--- src/rtl/rs_station.sv ---
// rs_station -- reservation station feeding the integer execute unit.
// Holds issued ops until both operands are known, snooping the CDB for
// pending producer tags, and hands one ready op per cycle to execute.
// Optional macro RS_AGE_SELECT_EN: pick the oldest ready entry (age matrix)
// instead of the lowest-index ready entry.
module rs_station #(
   parameter int XLEN      = 32,
   parameter int TAG_WIDTH = 3,
   parameter int RS_DEPTH  = 4,
   parameter int OP_WIDTH  = 5
) (
   input  logic                 clk,
   input  logic                 rst,
   input  logic                 stall_i,
   input  logic                 flush_i,
   input  logic                 issue_en_i,
   input  logic [OP_WIDTH-1:0]  issue_op_i,
   input  logic                 rs1_valid_i,
   input  logic [XLEN-1:0]      rs1_value_i,
   input  logic [TAG_WIDTH-1:0] rs1_tag_i,
   input  logic                 rs2_valid_i,
   input  logic [XLEN-1:0]      rs2_value_i,
   input  logic [TAG_WIDTH-1:0] rs2_tag_i,
   input  logic [TAG_WIDTH-1:0] dest_tag_i,
   output logic                 full_o,
   input  logic                 cdb_valid_i,
   input  logic [TAG_WIDTH-1:0] cdb_tag_i,
   input  logic [XLEN-1:0]      cdb_value_i,
   output logic                 ex_valid_o,
   input  logic                 ex_ready_i,
   output logic [OP_WIDTH-1:0]  ex_op_o,
   output logic [XLEN-1:0]      ex_a_o,
   output logic [XLEN-1:0]      ex_b_o,
   output logic [TAG_WIDTH-1:0] ex_tag_o
);
   localparam int IW = $clog2(RS_DEPTH);

   logic [RS_DEPTH-1:0]                busy_q, busy_d, r1_q, r1_d, r2_q, r2_d;
   logic [RS_DEPTH-1:0][OP_WIDTH-1:0]  op_q, op_d;
   logic [RS_DEPTH-1:0][XLEN-1:0]      v1_q, v1_d, v2_q, v2_d;
   logic [RS_DEPTH-1:0][TAG_WIDTH-1:0] q1_q, q1_d, q2_q, q2_d, dest_q, dest_d;

   logic [RS_DEPTH-1:0] ready;
   logic [IW-1:0]       free_idx, sel_idx;
   logic                free_found, sel_found, accept, fire;

   assign ready      = busy_q & r1_q & r2_q;
   assign full_o     = &busy_q;
   assign accept     = issue_en_i & ~full_o & ~stall_i & ~flush_i;
   assign ex_valid_o = (|ready) & ~stall_i & ~flush_i;
   assign fire       = ex_valid_o & ex_ready_i;

   // lowest-index free slot; only current busy bits count, so a slot being
   // dispatched this cycle is not reused until the next one
   always_comb begin
      free_idx   = '0;
      free_found = 1'b0;
      for (int i = 0; i < RS_DEPTH; i++) begin
         if (!busy_q[i] && !free_found) begin
            free_idx   = IW'(i);
            free_found = 1'b1;
         end
      end
   end

`ifdef RS_AGE_SELECT_EN
   // older_q[j][i] = 1 means entry j was issued before entry i
   logic [RS_DEPTH-1:0][RS_DEPTH-1:0] older_q, older_d;
   logic [RS_DEPTH-1:0]               oldest;

   // a new entry is younger than everything already present
   always_comb begin
      older_d = older_q;
      if (accept) begin
         for (int j = 0; j < RS_DEPTH; j++) begin
            older_d[free_idx][j] = 1'b0;
            older_d[j][free_idx] = (IW'(j) != free_idx);
         end
      end
   end

   // age matrix register
   always_ff @(posedge clk or negedge rst) begin
      if (!rst) older_q <= '0;
      else      older_q <= older_d;
   end

   // a ready entry is oldest when no other ready entry is older than it
   always_comb begin
      oldest    = '0;
      sel_idx   = '0;
      sel_found = 1'b0;
      for (int i = 0; i < RS_DEPTH; i++) begin
         oldest[i] = ready[i];
         for (int j = 0; j < RS_DEPTH; j++)
            if (j != i && ready[j] && older_q[j][i]) oldest[i] = 1'b0;
         if (oldest[i] && !sel_found) begin
            sel_idx   = IW'(i);
            sel_found = 1'b1;
         end
      end
   end
`else
   // fixed priority: lowest-index ready entry wins
   always_comb begin
      sel_idx   = '0;
      sel_found = 1'b0;
      for (int i = 0; i < RS_DEPTH; i++) begin
         if (ready[i] && !sel_found) begin
            sel_idx   = IW'(i);
            sel_found = 1'b1;
         end
      end
   end
`endif

   // execute outputs are zero whenever nothing is offered
   always_comb begin
      ex_op_o  = '0;
      ex_a_o   = '0;
      ex_b_o   = '0;
      ex_tag_o = '0;
      if (ex_valid_o) begin
         ex_op_o  = op_q[sel_idx];
         ex_a_o   = v1_q[sel_idx];
         ex_b_o   = v2_q[sel_idx];
         ex_tag_o = dest_q[sel_idx];
      end
   end

   // entry next state: flush wins, stall freezes, else wakeup+dispatch+issue
   always_comb begin
      busy_d = busy_q; r1_d = r1_q; r2_d = r2_q; op_d = op_q;
      v1_d = v1_q; v2_d = v2_q; q1_d = q1_q; q2_d = q2_q; dest_d = dest_q;
      if (flush_i) begin
         busy_d = '0;
      end else if (!stall_i) begin
         for (int i = 0; i < RS_DEPTH; i++) begin
            if (busy_q[i] && cdb_valid_i) begin
               if (!r1_q[i] && q1_q[i] == cdb_tag_i) begin
                  v1_d[i] = cdb_value_i;
                  r1_d[i] = 1'b1;
               end
               if (!r2_q[i] && q2_q[i] == cdb_tag_i) begin
                  v2_d[i] = cdb_value_i;
                  r2_d[i] = 1'b1;
               end
            end
         end
         if (fire) busy_d[sel_idx] = 1'b0;
         if (accept) begin
            busy_d[free_idx] = 1'b1;
            op_d[free_idx]   = issue_op_i;
            dest_d[free_idx] = dest_tag_i;
            q1_d[free_idx]   = rs1_tag_i;
            q2_d[free_idx]   = rs2_tag_i;
            if (rs1_valid_i) begin
               v1_d[free_idx] = rs1_value_i; r1_d[free_idx] = 1'b1;
            end else if (cdb_valid_i && cdb_tag_i == rs1_tag_i) begin
               v1_d[free_idx] = cdb_value_i; r1_d[free_idx] = 1'b1;
            end else begin
               r1_d[free_idx] = 1'b0;
            end
            if (rs2_valid_i) begin
               v2_d[free_idx] = rs2_value_i; r2_d[free_idx] = 1'b1;
            end else if (cdb_valid_i && cdb_tag_i == rs2_tag_i) begin
               v2_d[free_idx] = cdb_value_i; r2_d[free_idx] = 1'b1;
            end else begin
               r2_d[free_idx] = 1'b0;
            end
         end
      end
   end

   // entry state registers; reset only needs to clear busy and ready flags
   always_ff @(posedge clk or negedge rst) begin
      if (!rst) begin
         busy_q <= '0; r1_q <= '0; r2_q <= '0; op_q <= '0;
         v1_q <= '0; v2_q <= '0; q1_q <= '0; q2_q <= '0; dest_q <= '0;
      end else begin
         busy_q <= busy_d; r1_q <= r1_d; r2_q <= r2_d; op_q <= op_d;
         v1_q <= v1_d; v2_q <= v2_d; q1_q <= q1_d; q2_q <= q2_d; dest_q <= dest_d;
      end
   end
endmodule
--- config.mk ---
export PLATFORM = sky130hd
export DESIGN_NAME = rs_station
export DESIGN_NICKNAME = d
export VERILOG_FILES = /design/src/rtl/rs_station.sv
export SDC_FILE = /design/constraint.sdc
export NUM_CORES = 2
export LEC_CHECK = 0
export BUFFER_PORTS_ARGS = -buffer_cell sky130_fd_sc_hd__buf_2
export CAP_MARGIN = 30
export CORE_MARGIN = 3
export CORE_UTILIZATION = 27
export CTS_BUF_LIST = sky130_fd_sc_hd__clkbuf_16
export DETAILED_ROUTE_END_ITERATION = 10
export GPL_TIMING_DRIVEN = 0
export PLACE_DENSITY = 0.47
export SETUP_SLACK_MARGIN = 0.4
export SYNTH_ARGS = -nofsm -noshare
export SYNTH_HDL_FRONTEND = slang
export SYNTH_SLANG_ARGS = --single-unit
--- constraint.sdc ---
create_clock -name clk -period 2.9 [get_ports clk]
set_input_delay 0.145 -clock clk [delete_from_list [all_inputs] [get_ports clk]]
set_output_delay 0.145 -clock clk [all_outputs]
set_load 0.03 [all_outputs]
==> key figures <==
Layout
  – Share of cells above drive strength 1: 30.2%
  – Layout Utilization: 37.0%
  – Layout net count: 2816
  – Fill cells: 7628
  – Finished Layout Cells: 3694
  – P&R area growth vs syn: 35.5%
  – Commonest non-fill, non-tap cell in the layout: dfrtp_1
  – Finished Cell Area: 27600 sq um
  – Most frequent cells in the layout: 321 x dfrtp_1, 282 x nor2_1, 186 x nand2_1, 161 x buf_4, 142 x buf_2

STA
  – Hold Vio Cnt, Final: 0
  – Worst slew margin: 31.5%
  – Clock Skews: 0.0232 ns
  – Final Max Slew Viols: 0
  – RSZ-0062 raised after global routing: true
  – Setup violators final: 72
  – Fin crit period: 3.35 ns
  – Fmax: 0.299 GHz
  – Final WS setup: -0.447 ns
  – Worst-Margin Slew: 1.03 ns
  – Tcrit/Tclk final: 115%

Outcome
  – Status: finished with violations
  – Violated checks: setup timing

Worst hold path
  – Hold Path Origin: cdb_value_i[25]
  – Hold crit path type: in -> reg
  – WHS Path Cells: 3
  – WHS Endpoint: v1_q[25]

Yosys
  – Cells after synthesis: 2250
  – #FFs+latches synth: 324
  – Syn nets: 2372
  – Yosys top cell area share: 39.8%
  – Post-synth top area cell: dfrtp_1
  – Syn_area_per_cell: 9.04 sq um
  – Post-synthesis sequential area ratio: 39.8%
  – Warnings, synthesis: 0
  – Ranking of synthesized cells by area: dfrtp_1 40%, mux2_2 6.8%, nor2_1 5.5%
  – Synth Cell Area: 20300 sq um
  – Distinct cells, synth: 72
  – Main synth FF type: dfrtp_1
  – EDFF count, synth: 0
  – Ys async rst share: 100%

Worst setup path
  – R2R setup slack: 0.37 ns
  – Arrival time at the worst endpoint: 3.20 ns
  – Crit path max-delay cell type: a222oi_1
  – CP Max Fanout: 7
  – Crit. End Element: output pin
  – Reg2Reg Depth: 10
  – Critical path type: reg -> out
  – Critical Path RT: 2.76 ns
  – Reg-to-reg startpoint: busy_q[0]
  – Critical path startpoint category: flip-flop
  – RR Endpoint: v2_q[119]
  – CP cell instances: buf_6, nand3_4, and4b_2, nor2_4, buf_12, buf_12, buf_12, mux2_4, a222oi_1, nor2_1, buf_4
  – CP peak stage delay: 0.55 ns
  – Most used cell, CP: buf_12

Clock tree
  – CTS tree: done
  – Bufs on Longest Clock Path: 3
  – Clock Pin Slew Worst Setup and Hold Paths: 0.06 ns
  – Worst skew pair latency: 0.59 ns
  – Clk root buf: clkbuf_16
  – H-tree depth: 2
  – Total CTS buffers: 42
  – TritonCTS sink count: 324

Place
  – Post-DP HPWL: 81.4 mm
  – Placer congestion estimate: 0.982
  – # placed instances: 3422
  – Buffers on Ports: 186
  – Placed cell areas: 22800 sq um

Global route
  – Initial antenna violation count: 3
  – Busiest grt layer: met2
  – Grt met2 use: 44.5%
  – Grt total ovfl: 0
  – Vias in the first global route: 22.6k
  – GRT met3 Usage: 8.70%
  – M1 GR Usage: 36.4%
  – First-pass GRT wire length: 165 mm
  – Largest net degree at the start of global routing: 111
  – All-layer global routing usage: 28.7%

Flow run
  – Total of max-cap violations: 0

Floorplanning
  – Die width: 281 microns
  – Core area: 74600 sq um
  – Chip height: 281 microns
  – Row count: 100
  – Die area: 78700 sq um
  – IO Pins: 196
  – Starting Density: 27.3%

Routing
  – 1st-pass router iterations: 9
  – Drt via density: 6.20
  – WL final: 117 mm
  – WL/cell: 31.7 microns
  – DR iter-0 viols: 3279
  – Remaining DRCs: 0
  – Total number of vias: 22.9k
  – Antenna Nets Post-Route: 0

Power
  – Clk pwr share: 35.6%
  – Logic gate share of total power: 24.3%
  – Pwr Density: 531 nW/um^2
  – Cell-internal power: 9910 uW
  – Worst vdd ir: 390 uV
  – Sw Share: 32.3%
  – Net Sw Power: 4730 uW
  – Flop pwr share: 40.2%
  – Leakage: 0.0117 uW
[worst max-delay path by stage]
stage | slack (ns) | startpoint | to
after floorplan | 0.47 | busy_q[1] | ex_a_o[0]
after global placement | -5.39 | rst | op_q[6]
after detailed placement | -1.01 | r2_q[0] | ex_b_o[29]
after CTS | -0.31 | busy_q[2] | ex_b_o[29]
after global routing | -0.48 | busy_q[0] | ex_b_o[28]
final | -0.45 | busy_q[0] | ex_b_o[13]
[per-layer routing]
| metal | up-vias | part of all wire, % |
|---|---|---|
| met2 | 1610 | 44 |
| met4 | 2 | 5.7 |
| met3 | 393 | 11 |
| met5 | - | 0.011 |
| met1 | 11429 | 39 |
| li1 | 9486 | - |
[final cells by class]
type	count	area [sq um]	area share, %
Tap cell	969	1210	4.40
Buffer	237	1630	5.91
Multi-Input combinational cell	1634	11700	42.6
Clock inverter	28	174	0.631
Timing Repair Buffer	400	3360	12.2
Inverter	55	206	0.749
Clock buffer	45	1130	4.09
Antenna cell	2	5.00	0.0182
Sequential cell	324	8110	29.4
[critical path: cells and delay by family, from the launching register on]
kind	cells	cell delay (ns)
muxes	1	0.33
and+or+nand+nor	4	0.62
DFF	1	0.39
AOI/OAI and AO/OA	1	0.55
buffers and inverters	5	0.72
[sequential cells by signal, summed over array words and instances, names as in the netlist, 12 cells and up]
signal and count:
v1_q 128, v2_q 128, op_q 20, dest_q 12
q1_q 12, q2_q 12
[synth_stat cells (6+ instances only)]
| cell type | number |
|---|---|
| dfrtp_1 | 324 |
| nor2_1 | 299 |
| nand2_1 | 201 |
| clkbuf_1 | 162 |
| mux2_2 | 123 |
| a21oi_1 | 106 |
| o22ai_1 | 96 |
| o221a_2 | 88 |
| mux2i_1 | 85 |
| o21ai_0 | 79 |
| a222oi_1 | 72 |
| a211oi_1 | 57 |
| buf_2 | 55 |
| inv_1 | 55 |
| a31oi_1 | 53 |
| nor3_1 | 42 |
| o221ai_1 | 42 |
| a221o_1 | 37 |
| o21a_1 | 31 |
| a22oi_1 | 26 |
| o22a_1 | 18 |
| xnor2_1 | 18 |
| nand3_1 | 15 |
| buf_1 | 14 |
| o21ai_1 | 13 |
| a311oi_1 | 12 |
| o31ai_1 | 12 |
| xor2_1 | 11 |
| nand4_1 | 7 |
| a221oi_1 | 6 |
| and2_1 | 6 |
[logic make-up after synthesis]
group / count (synthesis) / share of synthesized area, %
AOI/OAI and AO/OA: 778 / 29.1
xor gates and xnor gates: 30 / 1.33
buffers and inverters: 292 / 5.92
DFF: 324 / 39.8
muxes: 208 / 11.0
and+or+nand+nor: 618 / 12.8
[what timing repair did]
action	4_1_cts	5_1_grt
pin swaps	110	64
setup buffers	59	41
gates resized for setup	381	216
cloned	2	4
hold buffers	91	0
setup endpoints to repair	356	303
endpoints found under the hold margin	271	0
[per-stage QoR]
| step | setup TNS (ns) | hold slack [ns] | setup slack [ns] | power, uW |
|---|---|---|---|---|
| 5_1_grt | -25.01 | 0.0344 | -0.477 | 15100 |
| 2_1_floorplan | 0 | -0.151 | 0.466 | 7750 |
| 6_report | -20.10 | 0.00235 | -0.447 | 14600 |
| 3_3_place_gp | -1913.82 | 0.382 | -5.39 | 8850 |
| 4_1_cts | -13.43 | 0.00230 | -0.311 | 14500 |
| 3_5_place_dp | -128.92 | -0.0746 | -1.01 | 8970 |
[power by group through the flow]
stage / clock network [uW] / registers [uW] / logic (uW)
floorplan: 0 / 5680 / 2080
global placement: 0 / 5860 / 2990
detailed placement: 0 / 5890 / 3080
CTS: 5260 / 5840 / 3400
global route: 5420 / 5950 / 3780
finish: 5200 / 5880 / 3550
(Power assumes the default switching activity.)
